### src/rtl/vga_tile_arbiter_if.sv
// Host write port of the tile arbiter.
// The host (master) raises wr_req with wr_addr/wr_data and holds them until
// the arbiter (slave) answers with a one-cycle wr_ack. wr_err accompanies
// wr_ack when the address is outside the 25-entry tile RAM.
//   wr_req   host -> arbiter  write request, held until wr_ack
//   wr_addr  host -> arbiter  tile index row*GRID+col
//   wr_data  host -> arbiter  {r,g,b} colour, 4 bits each
//   wr_ack   arbiter -> host  request consumed this cycle
//   wr_err   arbiter -> host  request consumed but address out of range
interface vga_tile_arbiter_if;
  logic        wr_req;
  logic [4:0]  wr_addr;
  logic [11:0] wr_data;
  logic        wr_ack;
  logic        wr_err;

  modport master (output wr_req, output wr_addr, output wr_data,
                  input  wr_ack, input  wr_err);
  modport slave  (input  wr_req, input  wr_addr, input  wr_data,
                  output wr_ack, output wr_err);
endinterface

### src/rtl/vga_tile_arbiter.sv
// VGA tile arbiter: generates 800x600 timing from the pixel clock, shows a
// 5x5 grid of solid-colour tiles and shares the single-port tile RAM between
// scanout (fixed priority) and a host writer.
//   clk          pixel clock, rising edge
//   rst_n        asynchronous active-low reset
//   host         host write handshake (slave side)
//   mem_addr     RAM address
//   mem_we       RAM write enable
//   mem_wdata    RAM write data
//   mem_rdata    RAM read data, one cycle after mem_addr
//   r, g, b      colour outputs, registered
//   h_sync       horizontal sync, registered
//   v_sync       vertical sync, registered
//   frame_start  one-cycle pulse registered from h=0,v=0
module vga_tile_arbiter #(
  parameter int H_TOTAL      = 1040,
  parameter int H_SYNC_START = 56,
  parameter int H_SYNC_END   = 176,
  parameter int H_VIS_START  = 240,
  parameter int V_TOTAL      = 666,
  parameter int V_SYNC_START = 37,
  parameter int V_SYNC_END   = 43,
  parameter int V_VIS_START  = 66,
  parameter int TILE_W       = 160,
  parameter int TILE_H       = 120,
  parameter int GRID         = 5
) (
  input  logic                  clk,
  input  logic                  rst_n,
  vga_tile_arbiter_if.slave     host,
  output logic [4:0]            mem_addr,
  output logic                  mem_we,
  output logic [11:0]           mem_wdata,
  input  logic [11:0]           mem_rdata,
  output logic [3:0]            r,
  output logic [3:0]            g,
  output logic [3:0]            b,
  output logic                  h_sync,
  output logic                  v_sync,
  output logic                  frame_start
);

  localparam int HW = $clog2(H_TOTAL);
  localparam int VW = $clog2(V_TOTAL);
  localparam int CW = $clog2(TILE_W);
  localparam int RW = $clog2(TILE_H);

  localparam logic [HW-1:0] H_LAST   = HW'(H_TOTAL - 1);
  localparam logic [HW-1:0] H_FETCH0 = HW'(H_VIS_START - 2);
  localparam logic [HW-1:0] H_PRE    = HW'(H_VIS_START - 1);
  localparam logic [HW-1:0] H_VIS    = HW'(H_VIS_START);
  localparam logic [HW-1:0] H_SS     = HW'(H_SYNC_START);
  localparam logic [HW-1:0] H_SE     = HW'(H_SYNC_END);
  localparam logic [VW-1:0] V_LAST   = VW'(V_TOTAL - 1);
  localparam logic [VW-1:0] V_VIS    = VW'(V_VIS_START);
  localparam logic [VW-1:0] V_SS     = VW'(V_SYNC_START);
  localparam logic [VW-1:0] V_SE     = VW'(V_SYNC_END);
  localparam logic [CW-1:0] C_LAST   = CW'(TILE_W - 1);
  localparam logic [CW-1:0] C_FETCH  = CW'(TILE_W - 2);
  localparam logic [RW-1:0] R_LAST   = RW'(TILE_H - 1);
  localparam logic [4:0]    K_LAST   = 5'(GRID - 1);
  localparam logic [4:0]    GRID5    = 5'(GRID);
  localparam logic [4:0]    TILES    = 5'(GRID * GRID);

  logic [HW-1:0] h;
  logic [VW-1:0] v;
  logic [CW-1:0] col_cnt;
  logic [4:0]    col;
  logic [RW-1:0] row_cnt;
  logic [4:0]    row_base;
  logic [11:0]   pix;
  logic          fetch_d;

  logic          h_vis;
  logic          v_vis;
  logic          visible;
  logic          fetch;
  logic [4:0]    fetch_addr;
  logic          addr_bad;
  logic          grant;

  assign h_vis   = (h >= H_VIS);
  assign v_vis   = (v >= V_VIS);
  assign visible = h_vis && v_vis;

  // Fetch slots sit two cycles ahead of each tile boundary: one cycle for the
  // synchronous RAM read, one to load the pixel register. The first slot of a
  // line lies in blanking; later ones are found from the displayed tile's
  // intra-tile counter so no division of h is needed.
  always_comb begin
    fetch      = 1'b0;
    fetch_addr = row_base;
    if (v_vis) begin
      if (h == H_FETCH0) begin
        fetch      = 1'b1;
        fetch_addr = row_base;
      end else if (h_vis && (col_cnt == C_FETCH) && (col != K_LAST)) begin
        fetch      = 1'b1;
        fetch_addr = row_base + col + 5'd1;
      end
    end
  end

  assign addr_bad  = (host.wr_addr >= TILES);
  assign grant     = rst_n && host.wr_req && !fetch;
  assign mem_wdata = host.wr_data;

  // Scanout owns the RAM in a fetch slot; any other cycle goes to the writer.
  // An out-of-range request is still acknowledged so the host never stalls.
  always_comb begin
    mem_we      = 1'b0;
    mem_addr    = 5'd0;
    host.wr_ack = 1'b0;
    host.wr_err = 1'b0;
    if (fetch) begin
      mem_addr = fetch_addr;
    end else if (grant) begin
      host.wr_ack = 1'b1;
      if (addr_bad) begin
        host.wr_err = 1'b1;
      end else begin
        mem_we   = 1'b1;
        mem_addr = host.wr_addr;
      end
    end
  end

  // Raster counters.
  always_ff @(posedge clk or negedge rst_n) begin
    if (!rst_n) begin
      h <= '0;
      v <= '0;
    end else begin
      h <= (h == H_LAST) ? '0 : h + HW'(1);
      if (h == H_LAST) begin
        v <= (v == V_LAST) ? '0 : v + VW'(1);
      end
    end
  end

  // Tile column tracking: restarts just before the first visible pixel so
  // col_cnt is 0 on the first pixel of each tile.
  always_ff @(posedge clk or negedge rst_n) begin
    if (!rst_n) begin
      col_cnt <= '0;
      col     <= '0;
    end else if (h == H_PRE) begin
      col_cnt <= '0;
      col     <= '0;
    end else if (h_vis) begin
      if (col_cnt == C_LAST) begin
        col_cnt <= '0;
        col     <= col + 5'd1;
      end else begin
        col_cnt <= col_cnt + CW'(1);
      end
    end
  end

  // Tile row tracking: row_base holds row*GRID so the fetch address is a sum.
  // Frame wrap takes precedence over the row rollover on the last line.
  always_ff @(posedge clk or negedge rst_n) begin
    if (!rst_n) begin
      row_cnt  <= '0;
      row_base <= '0;
    end else if (h == H_LAST) begin
      if (v == V_LAST) begin
        row_cnt  <= '0;
        row_base <= '0;
      end else if (v_vis) begin
        if (row_cnt == R_LAST) begin
          row_cnt  <= '0;
          row_base <= row_base + GRID5;
        end else begin
          row_cnt <= row_cnt + RW'(1);
        end
      end
    end
  end

  // Pixel register loads the read data the cycle after a fetch slot.
  always_ff @(posedge clk or negedge rst_n) begin
    if (!rst_n) begin
      fetch_d <= 1'b0;
      pix     <= '0;
    end else begin
      fetch_d <= fetch;
      if (fetch_d) begin
        pix <= mem_rdata;
      end
    end
  end

  // All display outputs share one register stage.
  always_ff @(posedge clk or negedge rst_n) begin
    if (!rst_n) begin
      r           <= '0;
      g           <= '0;
      b           <= '0;
      h_sync      <= 1'b0;
      v_sync      <= 1'b0;
      frame_start <= 1'b0;
    end else begin
      r           <= visible ? pix[11:8] : 4'd0;
      g           <= visible ? pix[7:4]  : 4'd0;
      b           <= visible ? pix[3:0]  : 4'd0;
      h_sync      <= (h >= H_SS) && (h < H_SE);
      v_sync      <= (v >= V_SS) && (v < V_SE);
      frame_start <= (h == '0) && (v == '0);
    end
  end

endmodule

### src/flat_wrapper.sv
// flat-port wrapper written by rule: the top's interface ports become plain ports
module vga_tile_arbiter_flat 
#(
  parameter int H_TOTAL      = 1040,
  parameter int H_SYNC_START = 56,
  parameter int H_SYNC_END   = 176,
  parameter int H_VIS_START  = 240,
  parameter int V_TOTAL      = 666,
  parameter int V_SYNC_START = 37,
  parameter int V_SYNC_END   = 43,
  parameter int V_VIS_START  = 66,
  parameter int TILE_W       = 160,
  parameter int TILE_H       = 120,
  parameter int GRID         = 5
)
  (clk, rst_n, mem_addr, mem_we, mem_wdata, mem_rdata, r, g, b, h_sync, v_sync, frame_start, host_wr_req, host_wr_addr, host_wr_data, host_wr_ack, host_wr_err);
  vga_tile_arbiter_if host_i ();
  input  logic clk;
  input  logic rst_n;
  output logic [4:0] mem_addr;
  output logic mem_we;
  output logic [11:0] mem_wdata;
  input  logic [11:0] mem_rdata;
  output logic [3:0] r;
  output logic [3:0] g;
  output logic [3:0] b;
  output logic h_sync;
  output logic v_sync;
  output logic frame_start;
  input wire logic [$bits(host_i.wr_req)-1:0] host_wr_req;
  input wire logic [$bits(host_i.wr_addr)-1:0] host_wr_addr;
  input wire logic [$bits(host_i.wr_data)-1:0] host_wr_data;
  output wire logic [$bits(host_i.wr_ack)-1:0] host_wr_ack;
  output wire logic [$bits(host_i.wr_err)-1:0] host_wr_err;
  assign host_i.wr_req = host_wr_req;
  assign host_i.wr_addr = host_wr_addr;
  assign host_i.wr_data = host_wr_data;
  assign host_wr_ack = host_i.wr_ack;
  assign host_wr_err = host_i.wr_err;
  vga_tile_arbiter #(.H_TOTAL(H_TOTAL), .H_SYNC_START(H_SYNC_START), .H_SYNC_END(H_SYNC_END), .H_VIS_START(H_VIS_START), .V_TOTAL(V_TOTAL), .V_SYNC_START(V_SYNC_START), .V_SYNC_END(V_SYNC_END), .V_VIS_START(V_VIS_START), .TILE_W(TILE_W), .TILE_H(TILE_H), .GRID(GRID)) u_core (.clk(clk), .rst_n(rst_n), .host(host_i), .mem_addr(mem_addr), .mem_we(mem_we), .mem_wdata(mem_wdata), .mem_rdata(mem_rdata), .r(r), .g(g), .b(b), .h_sync(h_sync), .v_sync(v_sync), .frame_start(frame_start));
endmodule
### config.mk
export PLATFORM = sky130hd
export DESIGN_NAME = vga_tile_arbiter_flat
export DESIGN_NICKNAME = d
export VERILOG_FILES = /design/src/rtl/vga_tile_arbiter_if.sv /design/src/rtl/vga_tile_arbiter.sv /design/src/flat_wrapper.sv
export SDC_FILE = /design/constraint.sdc
export NUM_CORES = 1
export LEC_CHECK = 0
export BUFFER_PORTS_ARGS = -buffer_cell sky130_fd_sc_hd__buf_4
export CAP_MARGIN = 20
export CELL_PAD_IN_SITES_DETAIL_PLACEMENT = 0
export CELL_PAD_IN_SITES_GLOBAL_PLACEMENT = 1
export CORE_UTILIZATION = 40
export DETAILED_ROUTE_END_ITERATION = 12
export GPL_TIMING_DRIVEN = 1
export PLACE_DENSITY_LB_ADDON = 0.1
export SLEW_MARGIN = 30
export SYNTH_ARGS = -nofsm -noshare
export SYNTH_HDL_FRONTEND = slang
export SYNTH_SLANG_ARGS = --single-unit
### constraint.sdc
create_clock -name clk -period 2 [get_ports clk]
set_input_delay 0.1 -clock clk [delete_from_list [all_inputs] [get_ports clk]]
set_output_delay 0.1 -clock clk [all_outputs]
set_load 0.005 [all_outputs]
-- Word-level counts from Yosys, hierarchy flattened
Cells that the tools add are included.
- add/sub/neg operators: 8
- order comparisons: 7
- eq/ne operators: 8
- mux-type cells: 34
- reductions and logical operators: 18
- operator list (kind ; count):
    two-way mux 5 bit ; 12
    two-way mux 8 bit ; 3
    equality test 11 x 8 -> 1 bit (second input constant) ; 2
    two-way mux 7 bit ; 3
    equality test 8 bit (second input constant) ; 2
    two-way mux 4 bit ; 3
    adder 11 x 1 -> 11 bit (second input constant) ; 1
    equality test 11 bit (second input constant) ; 1
    greater-or-equal comparator 11 x 6 -> 1 bit (second input constant) ; 1
    greater-or-equal comparator 11 x 8 -> 1 bit (second input constant) ; 1
    zero test 11 bit ; 1
    less-than comparator 11 x 8 -> 1 bit (second input constant) ; 1
    two-way mux 1 bit ; 11
    two-way mux 11 bit ; 1
    adder 10 x 1 -> 10 bit (second input constant) ; 1
    adder 5 x 1 -> 5 bit (second input constant) ; 2
    equality test 10 bit (second input constant) ; 1
    greater-or-equal comparator 10 x 6 -> 1 bit (second input constant) ; 1
    greater-or-equal comparator 10 x 7 -> 1 bit (second input constant) ; 1
    zero test 10 bit ; 1
    less-than comparator 10 x 6 -> 1 bit (second input constant) ; 1
    two-way mux 10 bit ; 1
    adder 8 x 1 -> 8 bit (second input constant) ; 1
    logical AND 1 bit ; 8
    other kinds (10) ; 14
- bits in registers: 74
- output and inout port bits: 35

-- Longest topological paths before layout
Gate-level depths: netlist of run 1.
- word-level depth: 10
- depth in mapped cells: 8

-- Worst setup path before layout of run 1
Ideal clock, no wire load.
- path type: register -> register
- start point: register u_core.v[1]
- end point: register u_core.row_base[3]
- setup time: 0.077 ns
- data arrival time: 1.994 ns
- required time: 1.923 ns
- slack: -0.071 ns
- stages on the path, launching flop included: 8
- path buffers: 0
- clock period less this slack: 2.071 ns
- path through: dfrtp_1 > inv_1 > ha_1 > nand4b_1 > nor4_4 > o221ai_4 > or3_1 > a21oi_1
- word-level cells in the longest chain between the ends: 3
- elaborated cells on any way between the ends: 6
- classes of those cells: order compare: 1; eq/ne: 1; mux: 1; reduce/logical: 3
- ends and longest elaborated chain (what ; RTL line ; RTL):
    start, declared ; vga_tile_arbiter.sv:66 ; logic [VW-1:0] v;
    start signal, assigned ; vga_tile_arbiter.sv:136 ; v <= (v == V_LAST) ? '0 : v + VW'(1);
    greater-or-equal comparator 10 x 7 -> 1 bit / equality test 10 bit (equally long branches) ; vga_tile_arbiter.sv:83, vga_tile_arbiter.sv:167 ;
    nonzero test 2 bit (no source line) ; n/a ;
    AND reduction 3 bit (no source line) ; n/a ;
    end signal, assigned ; vga_tile_arbiter.sv:173 ; row_base <= row_base + GRID5;
    end, declared ; vga_tile_arbiter.sv:70 ; logic [4:0] row_base;
Parallel ways exist; a longest one is shown, timed or not.
A chain may end at the register's enable or synchronous reset.

-- Final worst setup path of run 1
- start point: register u_core.col[1]
- end point: output mem_addr[2]
- word-level cells in the longest chain between the ends: 9
- elaborated cells on any way between the ends: 14
- classes of those cells: add/sub: 2; eq/ne: 1; mux: 8; reduce/logical: 3
- ends and longest elaborated chain (what ; RTL line ; RTL):
    start, declared ; vga_tile_arbiter.sv:68 ; logic [4:0] col;
    start signal, assigned ; vga_tile_arbiter.sv:153 ; col <= col + 5'd1;
    inequality test 5 x 3 -> 1 bit (*) ; vga_tile_arbiter.sv:97 ; end else if (h_vis && (col_cnt == C_FETCH) && (col != K_LAST)) begin
    logical AND 1 bit (*) ; vga_tile_arbiter.sv:97 ;
    two-way mux 1 bit (*) ; vga_tile_arbiter.sv:97 ;
    two-way mux 1 bit (*) ; vga_tile_arbiter.sv:94 ; if (h == H_FETCH0) begin
    two-way mux 1 bit (*) ; vga_tile_arbiter.sv:93 ; if (v_vis) begin
    net u_core.fetch ; vga_tile_arbiter.sv:77 ; logic fetch;
    zero test 1 bit ; vga_tile_arbiter.sv:105 ; assign grant = rst_n && host.wr_req && !fetch;
    logical AND 1 bit ; vga_tile_arbiter.sv:105 ;
    two-way mux 5 bit ; vga_tile_arbiter.sv:117 ; end else if (grant) begin
    two-way mux 5 bit (*) ; vga_tile_arbiter.sv:115 ; if (fetch) begin
    end, declared ; flat_wrapper.sv:20 ; output logic [4:0] mem_addr;
Mark *: on every way through the listed nets, which the timed path passes. The rest lies on a longest branch.

==> results_tabular.tex, run 1 <==
\begin{tabular}{lr}
\hline
Metric & Value \\
\hline
\multicolumn{2}{l}{\textbf{Yosys}} \\
\quad Yosys warnings & 0 \\
\quad Compound-gate portion of the synthesized area & 13.09\% \\
\quad Distinct cells, synth & 62 \\
\quad Synth Area in Simple Gates & 21.03\% \\
\quad Sequential fraction of the synthesis area & 45.69\% \\
\quad Net count after synthesis & 441 \\
\quad Cell area after technology mapping & 0.004053 mm2 \\
\quad Top flip-flop cell by instance count after synthesis & sky130\_fd\_sc\_hd\_\_dfrtp\_1 \\
\quad Synthesized area per cell & 10.39 um2 \\
\quad Top-area cell type share of the netlist area & 45.69\% \\
\quad Synth top area cells & sky130\_fd\_sc\_hd\_\_dfrtp\_1 46\%, sky130\_fd\_sc\_hd\_\_ha\_1 5.6\%, sky130\_fd\_sc\_hd\_\_o21ai\_0 3.7\% \\
\quad Flops \& latches, synth & 74 \\
\quad Async SR Flop Fraction & 100.0\% \\
\quad Dominant combinational cell family by area after synthesis & simple AND/OR/NAND/NOR gates \\
\quad Synthesized-area fraction occupied by adder cells & 6.051\% \\
\quad Number of synthesized flops with an enable pin & 0 \\
\quad Xor/xnor share of the synthesized area & 4.538\% \\
\quad Share of synthesized area spent on multiplexers & 3.581\% \\
\quad Cells after Synth & 390 \\
\quad Area leader, netlist & sky130\_fd\_sc\_hd\_\_dfrtp\_1 \\
\multicolumn{2}{l}{\textbf{Finish}} \\
\quad Layout Cell Area excl Fill & 0.005414 mm2 \\
\quad Post-layout nets & 558 \\
\quad Most common cell after layout, fill and taps aside & sky130\_fd\_sc\_hd\_\_buf\_4 \\
\quad Antenna diode count & 0 \\
\quad Most frequent cells in the layout & 113 x sky130\_fd\_sc\_hd\_\_buf\_4, 72 x sky130\_fd\_sc\_hd\_\_dfrtp\_1, 28 x sky130\_fd\_sc\_hd\_\_o21ai\_0, 27 x sky130\_fd\_sc\_hd\_\_nor2\_1, 20 x sky130\_fd\_sc\_hd\_\_nand2\_1 \\
\quad Area growth syn-to-layout & 33.59\% \\
\quad Fraction of final layout cells with drive strength greater than 1 & 37.11\% \\
\multicolumn{2}{l}{\textbf{Power}} \\
\quad Overall Power & 0.002812 W \\
\quad Leak & 2.614 nW \\
\quad Power density over cell area & 519.3 mW/mm2 \\
\quad Worst ir drop on vdd & 0.0007555 V \\
\multicolumn{2}{l}{\textbf{Critical path}} \\
\quad Reg-to-reg critical path startpoint & u\_core.v[5] \\
\quad CP Max Fanout & 5 \\
\quad Req. time, crit path & 1.90 ns \\
\quad Kind of end point of the critical path & primary output \\
\quad Nature of the critical path startpoint & flop \\
\quad Worst Setup Path Type & reg2out \\
\quad Data arrival time of the critical path & 2.35 ns \\
\quad Start point of the critical path & u\_core.col[1] \\
\multicolumn{2}{l}{\textbf{Outcome}} \\
\quad Violated checks & negative setup slack \\
\quad Run status & complete, but fails checks \\
\multicolumn{2}{l}{\textbf{Drt}} \\
\quad Total DRC errors in the routed layout & 0 \\
\quad Post-DRT Antenna Nets & 0 \\
\quad Final WL & 9.659 mm \\
\quad Overall via count from detail\_route & 3334 \\
\quad Routed via count divided by cell count & 5.169 \\
\quad Wirelength per Cell & 14.98 um \\
\quad DRC violation total after the first TritonRoute iteration & 82 \\
\quad Detailed-router iteration count before antenna repair & 4 \\
\multicolumn{2}{l}{\textbf{CTS}} \\
\quad \# clock sinks & 74 \\
\quad Maximum buffer depth of the clock tree & 2 \\
\quad Total CTS buffers & 9 \\
\quad CTS H-Tree Depth & 3 \\
\quad Clock network latency to the later pin of the worst-skew pair & 0.36 ns \\
\quad TritonCTS clock tree & built \\
\quad Clk Tree Root Cell & sky130\_fd\_sc\_hd\_\_clkbuf\_8 \\
\quad Post-CTS clock slew at the launch and capture registers of the worst setup and hold paths & 0.08 ns \\
\multicolumn{2}{l}{\textbf{Timing}} \\
\quad Hold Vio Cnt, Final & 0 \\
\quad PnR worst setup slack & -0.4514 ns \\
\quad Setup skew after layout & 0.009077 ns \\
\quad Actual transition at the worst max-transition pin & 0.6386 ns \\
\quad Unrepaired setup endpoints after global routing & yes \\
\quad Final period demand of the worst path & 2.451 ns \\
\quad Worst hold slack & 0.09210 ns \\
\quad Setup-violating endpoint count in the final report & 8 \\
\quad Max-slew headroom at the worst pin & 57.42\% \\
\quad Max-slew violation count & 0 \\
\quad Period Utilization, post-route & 122.6\% \\
\quad Top achievable clock speed & 407.9 MHz \\
\multicolumn{2}{l}{\textbf{Placed design}} \\
\quad Placed wire-length estimate & 6.766 mm \\
\quad Total placed instance area & 0.004821 mm2 \\
\quad Last weighted congestion value of the routability-driven placer & 0.8392 \\
\quad Port bufs & 42 \\
\multicolumn{2}{l}{\textbf{Global route}} \\
\quad Overall track demand over capacity in global routing & 19.80\% \\
\quad Gr ovfl total & 0 \\
\quad First-pass GRT wire length & 15.61 mm \\
\quad Pin count of the biggest net entering global routing & 70 \\
\quad Number of global-route vias before repair & 3263 \\
\quad Number of antenna violations at the first check in global routing & 0 \\
\multicolumn{2}{l}{\textbf{Worst hold path}} \\
\quad Class of the most critical hold timing path & in2async \\
\multicolumn{2}{l}{\textbf{Die}} \\
\quad Die span in y & 102.7 um \\
\quad Area of the core & 0.009774 mm2 \\
\quad Number of standard-cell rows in the floorplan & 36 \\
\quad Floorplan die width & 102.7 um \\
\quad Initial core utilization & 41.46\% \\
\quad Area of the die & 0.01054 mm2 \\
\quad Top-level I/O count & 67 \\
\multicolumn{2}{l}{\textbf{Job}} \\
\quad Number of max-cap violations & 0 \\
\hline
\end{tabular}
[sequential cells by signal, summed over array words and instances, names as in the netlist, 5 cells and up]
signal	cells
u_core.col	5
u_core.col_cnt	8
u_core.h	11
u_core.pix	12
u_core.row_base	5
u_core.row_cnt	7
u_core.v	10
[worst paths after layout]
path,end,slack (ns),cells past startpoint
worst min register to register,u_core.b[0],0.50,1
max in group asynchronous,u_core.h[1],1.04,3
worst max-delay path,mem_addr[2],-0.45,9
min in group clk,mem_wdata[0],0.20,0
worst min-delay path,u_core.g[3],0.09,2
worst max register to register,u_core.row_base[0],0.03,6
[repair_timing]
item,in CTS,in global routing
endpoints found under the setup margin,8,24
endpoints found under the hold margin,17,0
hold buffers,13,0
resized for setup,11,26
buffers inserted,4,11
pin swaps,3,14
[per-layer routing]
| metal | up-vias | global-route usage, % | routed length (um) |
|---|---|---|---|
| met5 | - | 0 | 0 |
| met4 | 0 | 7.143 | 185 |
| met3 | 17 | 6.508 | 358 |
| met2 | 56 | 31.85 | 4713 |
| met1 | 1626 | 24.85 | 4402 |
| li1 | 1635 | - | - |
[where the power goes]
group	internal, W	total, W	switching, W
logic	0.0000612	0.000115	0.0000537
clock network	0.000637	0.00120	0.000564
registers	0.00150	0.00150	0
total	0.00219	0.00281	0.000618
[logic make-up (layout without fill, tap and decap cells)]
group                      Yosys count  count (layout)
AOI/OAI and AO/OA                   76              76
adders and majority gates           19              19
xor gates and xnor gates            21              21
buffers and inverters               42             164
and+or+nand+nor                    145             145
muxes                               13              13
DFF                                 74              74
[synthesized netlist by cell type (all sizes together) (6+ instances only)]
master and count:
a21oi 13, nand2 21, o21ai 32, or3 10
mux2 12, xor2 15, nor3 12, and3 15
inv 15, buf 21, clkbuf 6, xnor2 6
dfrtp 74, nand4 13, nor2 27, ha 18
nand3 16
[final cells by class]
class,instances,area [um2]
inverters,15,56.30
clock buffers,11,151.4
repair buffers,133,1057
multi-input cells,274,2076
well taps,133,166.4
flip-flops and latches,74,1854
fillers,883,4360
clock inverters,5,52.55
[stage by stage]
step           setup WS (ns)   TNS, ns  instances  utilization, %
5_1_grt              -0.5468    -4.281        645           55.39
3_5_place_dp        -0.08621   -0.1402        601           49.32
3_3_place_gp        -0.08668  -0.08668        601           49.32
2_1_floorplan       0.008946         0        390               -
4_1_cts              -0.4193    -3.024        634           53.46
6_report             -0.4514    -3.410        645           55.39
[worst max-delay path: stages (launching register included)]
cell and delay [ns]:
sky130_fd_sc_hd__dfrtp_1 0.36, sky130_fd_sc_hd__inv_2 0.07, sky130_fd_sc_hd__ha_4 0.15, sky130_fd_sc_hd__nor4bb_4 0.14
sky130_fd_sc_hd__a2111o_1 0.48, sky130_fd_sc_hd__buf_6 0.16, sky130_fd_sc_hd__a22oi_4 0.18, sky130_fd_sc_hd__nor3b_4 0.09
sky130_fd_sc_hd__a22o_1 0.22, sky130_fd_sc_hd__buf_4 0.13
Note: power is estimated with default switching activity, not from simulation.
==> inputs of run 2 (changes only) <==
BUFFER_PORTS_ARGS = -buffer_cell sky130_fd_sc_hd__buf_2   (was -buffer_cell sky130_fd_sc_hd__buf_4)
==> results_tabular.tex, run 2 (synthesis gave the netlist of run 1 again) <==
\begin{tabular}{lr}
\hline
Metric & Value \\
\hline
\multicolumn{2}{l}{\textbf{Outcome}} \\
\quad Run status & complete, but fails checks \\
\quad Violated checks & negative setup slack \\
\multicolumn{2}{l}{\textbf{Critical path}} \\
\quad Req. time, crit path & 1.90 ns (about the same) \\
\quad Nature of the critical path startpoint & flop \\
\quad CP Max Fanout & 2 (-3) \\
\quad Worst Setup Path Type & reg2out \\
\quad Data arrival time of the critical path & 2.32 ns (-0.03 ns) \\
\quad Reg-to-reg critical path startpoint & u\_core.v[1] \\
\quad Start point of the critical path & u\_core.col[0] \\
\quad Reg-to-reg endpoint & u\_core.row\_base[3] \\
\quad Path depth of the worst reg2reg path & 7 (+1) \\
\quad Flop2flop setup slack & 0.09 ns (+0.06 ns) \\
\quad Capture point of the critical path & mem\_addr[4] \\
\quad Kind of end point of the critical path & primary output \\
\multicolumn{2}{l}{\textbf{Global route}} \\
\quad Overall track demand over capacity in global routing & 19.26\% (-0.54 points) \\
\quad Number of global-route vias before repair & 3174 (-2.7\%) \\
\quad Pin count of the biggest net entering global routing & 62 (-11\%) \\
\quad First-pass GRT wire length & 15.32 mm (-1.9\%) \\
\quad Number of antenna violations at the first check in global routing & 0 (unchanged) \\
\quad Gr ovfl total & 0 (unchanged) \\
\multicolumn{2}{l}{\textbf{Finish}} \\
\quad Most frequent cells in the layout & 70 x sky130\_fd\_sc\_hd\_\_dfrtp\_1, 63 x sky130\_fd\_sc\_hd\_\_buf\_4, 41 x sky130\_fd\_sc\_hd\_\_buf\_2, 28 x sky130\_fd\_sc\_hd\_\_o21ai\_0, 24 x sky130\_fd\_sc\_hd\_\_nor2\_1 \\
\quad Fraction of final layout cells with drive strength greater than 1 & 37.05\% (-0.058 points) \\
\quad Post-layout nets & 548 (-1.8\%) \\
\quad Antenna diode count & 0 (unchanged) \\
\quad Largest registers & u\_core.pix: 12 flops, u\_core.h: 11 flops, u\_core.v: 10 flops \\
\quad Final cell count without fillers & 635 (-1.6\%) \\
\quad Most flop-heavy register & u\_core.pix \\
\quad Max reg flops & 12 (unchanged) \\
\quad Most common cell after layout, fill and taps aside & sky130\_fd\_sc\_hd\_\_dfrtp\_1 \\
\quad Count of fill cells added during filler insertion & 900 (+1.9\%) \\
\quad Area growth syn-to-layout & 30.19\% \\
\multicolumn{2}{l}{\textbf{Timing}} \\
\quad PnR worst setup slack & -0.4198 ns (+0.03154 ns) \\
\quad Setup skew after layout & 0.006621 ns (-0.002456 ns) \\
\quad Period Utilization, post-route & 121.0\% (-1.6 points) \\
\quad Max-slew violation count & 0 (unchanged) \\
\quad Hold Vio Cnt, Final & 0 (unchanged) \\
\quad Actual transition at the worst max-transition pin & 0.7931 ns (+0.1545 ns) \\
\quad Max-slew headroom at the worst pin & 47.13\% (-10 points) \\
\quad Unrepaired setup endpoints after global routing & yes \\
\quad Top achievable clock speed & 413.3 MHz (+1.3\%) \\
\quad Accumulated negative setup slack & -2.391 ns (+1.019 ns) \\
\quad Final period demand of the worst path & 2.420 ns (-0.03154 ns) \\
\quad Setup-violating endpoint count in the final report & 8 (unchanged) \\
\multicolumn{2}{l}{\textbf{CTS}} \\
\quad Total CTS buffers & 9 (unchanged) \\
\quad Clock network latency to the later pin of the worst-skew pair & 0.36 ns (about the same) \\
\quad \# clock sinks & 74 (unchanged) \\
\quad Clk Tree Root Cell & sky130\_fd\_sc\_hd\_\_clkbuf\_8 \\
\quad Post-CTS clock slew at the launch and capture registers of the worst setup and hold paths & 0.08 ns (about the same) \\
\quad Maximum buffer depth of the clock tree & 2 (unchanged) \\
\quad TritonCTS clock tree & built \\
\quad CTS H-Tree Depth & 3 (unchanged) \\
\multicolumn{2}{l}{\textbf{Drt}} \\
\quad Final WL & 9.613 mm (-0.48\%) \\
\quad Total length of routed met3 wires & 215 um (-40\%) \\
\quad Post-DRT Antenna Nets & 0 (unchanged) \\
\quad Detailed-router iteration count before antenna repair & 4 (unchanged) \\
\quad Routed via count divided by cell count & 5.172 (about the same) \\
\quad DRC violation total after the first TritonRoute iteration & 94 (+15\%) \\
\quad Overall via count from detail\_route & 3284 (-1.5\%) \\
\quad Wirelength per Cell & 15.14 um (+1.1\%) \\
\quad Highest layer used for signal routing & met4 \\
\quad Length of routed wiring on met1 & 4.626 mm (+5.1\%) \\
\quad Wire length on met2 & 4.628 mm (-1.8\%) \\
\quad Total DRC errors in the routed layout & 0 (unchanged) \\
\multicolumn{2}{l}{\textbf{Worst hold path}} \\
\quad Class of the most critical hold timing path & in2async \\
\multicolumn{2}{l}{\textbf{Placed design}} \\
\quad Port bufs & 42 (unchanged) \\
\quad Placed wire-length estimate & 6.789 mm (+0.35\%) \\
\quad Total placed cells including tap cells & 595 (-1.0\%) \\
\quad Last weighted congestion value of the routability-driven placer & 0.8036 (-4.2\%) \\
\multicolumn{2}{l}{\textbf{Power}} \\
\quad Switch share & 22.24\% (+0.26 points) \\
\quad Leak & 2.547 nW (-2.6\%) \\
\quad Fraction of power consumed by the clock network & 44.9\% (+2.2 points) \\
\quad Worst ir drop on vdd & 0.0002560 V (-66\%) \\
\quad Internal power contribution & 0.002248 W (+2.5\%) \\
\quad Portion of total power attributed to sequential cells & 51.7\% (-1.5 points) \\
\quad NetSw & 0.0006430 W (+4.0\%) \\
\quad Power density over cell area & 547.9 mW/mm2 (+5.5\%) \\
\quad Share of power burned in combinational logic & 3.4\% (-0.7 points) \\
\multicolumn{2}{l}{\textbf{Die}} \\
\quad Number of standard-cell rows in the floorplan & 36 (unchanged) \\
\quad Die span in y & 102.7 um (unchanged) \\
\quad Area of the core & 0.009774 mm2 (unchanged) \\
\quad Initial core utilization & 41.46\% (unchanged) \\
\quad Top-level I/O count & 67 (unchanged) \\
\quad Area of the die & 0.01054 mm2 (unchanged) \\
\quad Floorplan die width & 102.7 um (unchanged) \\
\multicolumn{2}{l}{\textbf{Job}} \\
\quad Number of max-cap violations & 0 (unchanged) \\
\hline
\end{tabular}
run 2: layout make-up:
cell class | count | area [um2] | share of cell area (%)
clock buffers | 10 | 127.6 | 2.419
flip-flops and latches | 74 | 1857 | 35.19
well taps | 133 | 166.4 | 3.154
multi-input cells | 275 | 2105 | 39.89
clock inverters | 6 | 91.34 | 1.731
repair buffers | 122 | 873.3 | 16.55
inverters | 15 | 56.30 | 1.067
run 2: per-layer routing:
| metal | vias up | global-route usage, % |
|---|---|---|
| met5 | - | 0 |
| li1 | 1626 | - |
| met3 | 14 | 2.712 |
| met4 | 0 | 8.242 |
| met2 | 44 | 31.08 |
| met1 | 1600 | 25.87 |
run 2: power groups by stage:
stage,clock [W],sequential [W],combinational (W)
after detailed placement,0,0.00152,0.0000787
after global routing,0.00140,0.00149,0.000111
after floorplan,0,0.00152,0.0000336
after global placement,0,0.00152,0.0000767
final,0.00130,0.00149,0.0000973
after CTS,0.00135,0.00149,0.000100
run 2: repair_timing:
item	in CTS	in global routing
gates resized for setup	18	23
setup endpoints to repair	9	17
endpoints found under the hold margin	25	0
pin swaps	6	10
setup buffers	5	5
gates cloned	0	1
hold buffers	13	0
run 2: worst max-delay path, stage by stage, from the launching register on:
cell	delay, ns
sky130_fd_sc_hd__dfrtp_1	0.37
sky130_fd_sc_hd__inv_2	0.06
sky130_fd_sc_hd__ha_4	0.16
sky130_fd_sc_hd__fa_2	0.37
sky130_fd_sc_hd__nand2b_4	0.16
sky130_fd_sc_hd__a21oi_4	0.14
sky130_fd_sc_hd__xor2_1	0.08
sky130_fd_sc_hd__a311oi_1	0.24
sky130_fd_sc_hd__a21bo_2	0.26
sky130_fd_sc_hd__buf_2	0.12
run 2: worst min path at each step:
stage,to,from,slack (ns)
after floorplan,u_core.b[0],rst_n,-0.20
after global placement,u_core.g[2],rst_n,-0.03
after detailed placement,u_core.g[2],rst_n,-0.03
after CTS,u_core.pix[6],rst_n,0.16
after global routing,u_core.col[1],rst_n,0.20
final,u_core.pix[6],rst_n,0.15
run 2: through the flow:
stage / hold WS (ns) / util [%] / setup WS, ns / power (W) / instance area (um2)
after global placement: -0.02962 / 47.94 / -0.08448 / 0.001601 / 4686
after global routing: 0.1961 / 53.98 / -0.5328 / 0.003004 / 5276
final: 0.1544 / 53.98 / -0.4198 / 0.002891 / 5276
after detailed placement: -0.02720 / 47.94 / -0.1062 / 0.001603 / 4686
after CTS: 0.1626 / 52.53 / -0.4108 / 0.002940 / 5135
after floorplan: -0.1956 / - / 0.008946 / 0.001559 / 4054
==> inputs of run 3 (changes only) <==
ABC_AREA = 0   (was unset)
CORE_UTILIZATION = 25   (was 40)
==> results_tabular.tex, run 3 (synthesis gave the netlist of run 1 again) <==
\begin{tabular}{lr}
\hline
Metric & Value \\
\hline
\multicolumn{2}{l}{\textbf{Critical path}} \\
\quad Data arrival time of the critical path & 2.28 ns (-0.04 ns) \\
\quad Kind of end point of the critical path & primary output \\
\quad Slowest cell on the critical path & sky130\_fd\_sc\_hd\_\_dfrtp\_1 \\
\quad Worst Setup Path Type & reg2out \\
\quad CP Max Fanout & 2 (unchanged) \\
\quad Maximum single-stage delay on the critical path & 0.36 ns (about the same) \\
\quad Req. time, crit path & 1.90 ns (about the same) \\
\quad CP bufs+invs & 2 (unchanged) \\
\quad Cell class contributing the biggest share of worst-path delay & compound AO/OA/AOI/OAI gates \\
\quad Series of cell instances along the critical path & inv\_2 > ha\_2 > fa\_2 > nand2b\_4 > a21oi\_2 > xor2\_1 > a311oi\_1 > a21bo\_2 > buf\_2 \\
\quad Nature of the critical path startpoint & flop \\
\multicolumn{2}{l}{\textbf{CTS}} \\
\quad Maximum buffer depth of the clock tree & 2 (unchanged) \\
\quad CTS H-Tree Depth & 3 (unchanged) \\
\quad Post-CTS clock slew at the launch and capture registers of the worst setup and hold paths & 0.06 ns (-0.02 ns) \\
\quad Clock network latency to the later pin of the worst-skew pair & 0.34 ns (-0.02 ns) \\
\quad Total CTS buffers & 9 (unchanged) \\
\quad Clk Tree Root Cell & sky130\_fd\_sc\_hd\_\_clkbuf\_16 \\
\quad TritonCTS clock tree & built \\
\quad \# clock sinks & 74 (unchanged) \\
\multicolumn{2}{l}{\textbf{Die}} \\
\quad Die span in y & 129.3 um (+26\%) \\
\quad Floorplan die width & 129.3 um (+26\%) \\
\quad Area of the core & 0.01583 mm2 (+62\%) \\
\quad Top-level I/O count & 67 (unchanged) \\
\quad Area of the die & 0.01672 mm2 (+59\%) \\
\quad Initial core utilization & 25.60\% (-16 points) \\
\quad Number of standard-cell rows in the floorplan & 46 (+28\%) \\
\multicolumn{2}{l}{\textbf{Drt}} \\
\quad Detailed-router iteration count before antenna repair & 4 (unchanged) \\
\quad Overall via count from detail\_route & 3277 (-0.21\%) \\
\quad Final WL & 10.48 mm (+9.0\%) \\
\quad Routed via count divided by cell count & 4.459 (-14\%) \\
\quad Total DRC errors in the routed layout & 0 (unchanged) \\
\quad Post-DRT Antenna Nets & 0 (unchanged) \\
\quad DRC violation total after the first TritonRoute iteration & 118 (+26\%) \\
\quad Wirelength per Cell & 14.26 um (-5.8\%) \\
\multicolumn{2}{l}{\textbf{Outcome}} \\
\quad Run status & complete, but fails checks \\
\quad Violated checks & negative setup slack \\
\multicolumn{2}{l}{\textbf{Timing}} \\
\quad Setup skew after layout & 0.004042 ns (-0.002579 ns) \\
\quad Hold Vio Cnt, Final & 0 (unchanged) \\
\quad Final period demand of the worst path & 2.376 ns (-0.04335 ns) \\
\quad Max-slew headroom at the worst pin & 46.80\% (-0.33 points) \\
\quad Accumulated negative setup slack & -2.289 ns (+0.1018 ns) \\
\quad Unrepaired setup endpoints after global routing & yes \\
\quad Setup-violating endpoint count in the final report & 8 (unchanged) \\
\quad Actual transition at the worst max-transition pin & 0.7980 ns (+0.004910 ns) \\
\quad Period Utilization, post-route & 118.8\% (-2.2 points) \\
\quad PnR worst setup slack & -0.3765 ns (+0.04335 ns) \\
\quad Max-slew violation count & 0 (unchanged) \\
\quad Top achievable clock speed & 420.8 MHz (+1.8\%) \\
\multicolumn{2}{l}{\textbf{Worst hold path}} \\
\quad Class of the most critical hold timing path & in2out \\
\multicolumn{2}{l}{\textbf{Power}} \\
\quad Fraction of power consumed by the clock network & 52.9\% (+8.0 points) \\
\quad Share of power burned in combinational logic & 3.0\% (-0.4 points) \\
\quad Internal power contribution & 0.002675 W (+19\%) \\
\quad Portion of total power attributed to sequential cells & 44.1\% (-7.6 points) \\
\quad Power density over cell area & 604.6 mW/mm2 (+10\%) \\
\quad Switch share & 21.23\% (-1.0 points) \\
\quad NetSw & 0.0007208 W (+12\%) \\
\quad Worst ir drop on vdd & 0.0003375 V (+32\%) \\
\quad Leak & 2.707 nW (+6.3\%) \\
\multicolumn{2}{l}{\textbf{Global route}} \\
\quad Overall track demand over capacity in global routing & 13.68\% (-5.6 points) \\
\quad Number of antenna violations at the first check in global routing & 0 (unchanged) \\
\quad First-pass GRT wire length & 17.18 mm (+12\%) \\
\quad Global-route layer with the greatest usage & met2 \\
\quad Gr ovfl total & 0 (unchanged) \\
\quad Met2 track demand over resource & 21.54\% (-9.5 points) \\
\quad Number of global-route vias before repair & 3270 (+3.0\%) \\
\quad Met1 track demand over resource in global routing & 18.15\% (-7.7 points) \\
\quad Met3 usage in global routing & 3.922\% (+1.2 points) \\
\quad Pin count of the biggest net entering global routing & 59 (-4.8\%) \\
\multicolumn{2}{l}{\textbf{Finish}} \\
\quad Antenna diode count & 0 (unchanged) \\
\quad Fraction of final layout cells with drive strength greater than 1 & 37.57\% (+0.52 points) \\
\quad Most flop-heavy register & u\_core.pix \\
\quad Final design utilization & 35.48\% (-19 points) \\
\quad Area growth syn-to-layout & 38.56\% \\
\quad Post-layout nets & 565 (+3.1\%) \\
\quad Max reg flops & 12 (unchanged) \\
\quad Most frequent cells in the layout & 78 x sky130\_fd\_sc\_hd\_\_buf\_4, 73 x sky130\_fd\_sc\_hd\_\_dfrtp\_1, 40 x sky130\_fd\_sc\_hd\_\_buf\_2, 25 x sky130\_fd\_sc\_hd\_\_o21ai\_0, 24 x sky130\_fd\_sc\_hd\_\_nor2\_1 \\
\quad Largest registers & u\_core.pix: 12 flops, u\_core.h: 11 flops, u\_core.v: 10 flops \\
\quad Most common cell after layout, fill and taps aside & sky130\_fd\_sc\_hd\_\_buf\_4 \\
\multicolumn{2}{l}{\textbf{Placed design}} \\
\quad Last weighted congestion value of the routability-driven placer & 0.7648 (-4.8\%) \\
\quad Port bufs & 42 (unchanged) \\
\quad Placed wire-length estimate & 7.473 mm (+10\%) \\
\multicolumn{2}{l}{\textbf{Job}} \\
\quad Number of max-cap violations & 0 (unchanged) \\
\hline
\end{tabular}
[run 3: timing repair]
action | in CTS | in global routing
hold buffers | 13 | 0
hold endpoints to repair | 28 | 0
resized for setup | 16 | 25
pin swaps | 9 | 16
setup buffers | 4 | 15
setup endpoints to repair | 13 | 21
[run 3: routing by layer]
layer | vias up | part of all wire (%)
met5 | - | 0
met4 | 0 | 0.97
met3 | 7 | 2.2
met2 | 30 | 47
met1 | 1588 | 49
li1 | 1652 | -
[run 3: layout make-up]
type	instances	area [um2]
clock inverter	6	90.09
multi-input combinational	274	2064
tap	216	270.3
fill	1639	10210
clock buffer	10	239.0
sequential	74	1853
inverter	15	56.30
timing repair buffer	140	1042
[run 3: worst paths after layout]
kind,start,end,slack [ns],depth (start not counted)
min in group asynchronous,rst_n,u_core.pix[6],0.24,2
worst max register to register,u_core.v[1],u_core.row_base[2],0.01,8
worst max-delay path,u_core.row_base[0],mem_addr[4],-0.38,9
worst min register to register,u_core.pix[7],u_core.g[3],0.50,1
max in group asynchronous,rst_n,u_core.v[1],0.65,3
worst min-delay path,host_wr_data[0],mem_wdata[0],0.20,0
[run 3: power groups by stage]
| stage | combinational (W) | clock [W] | sequential (W) |
|---|---|---|---|
| after global routing | 0.000116 | 0.00194 | 0.00150 |
| after detailed placement | 0.0000818 | 0 | 0.00152 |
| final | 0.000102 | 0.00180 | 0.00150 |
| after global placement | 0.0000814 | 0 | 0.00152 |
| after floorplan | 0.0000336 | 0 | 0.00152 |
| after CTS | 0.000106 | 0.00188 | 0.00150 |
[run 3: per-stage QoR]
step	setup slack (ns)	power (W)	hold WS, ns	instance area (um2)	std cells
final	-0.3765	0.003395	0.2000	5615	735
after global placement	-0.1121	0.001606	-0.001335	4865	688
after CTS	-0.3793	0.003482	0.2000	5418	721
after global routing	-0.5127	0.003555	0.2000	5615	735
after detailed placement	-0.07860	0.001606	0.002132	4865	688
after floorplan	0.008946	0.001559	-0.1956	4054	390
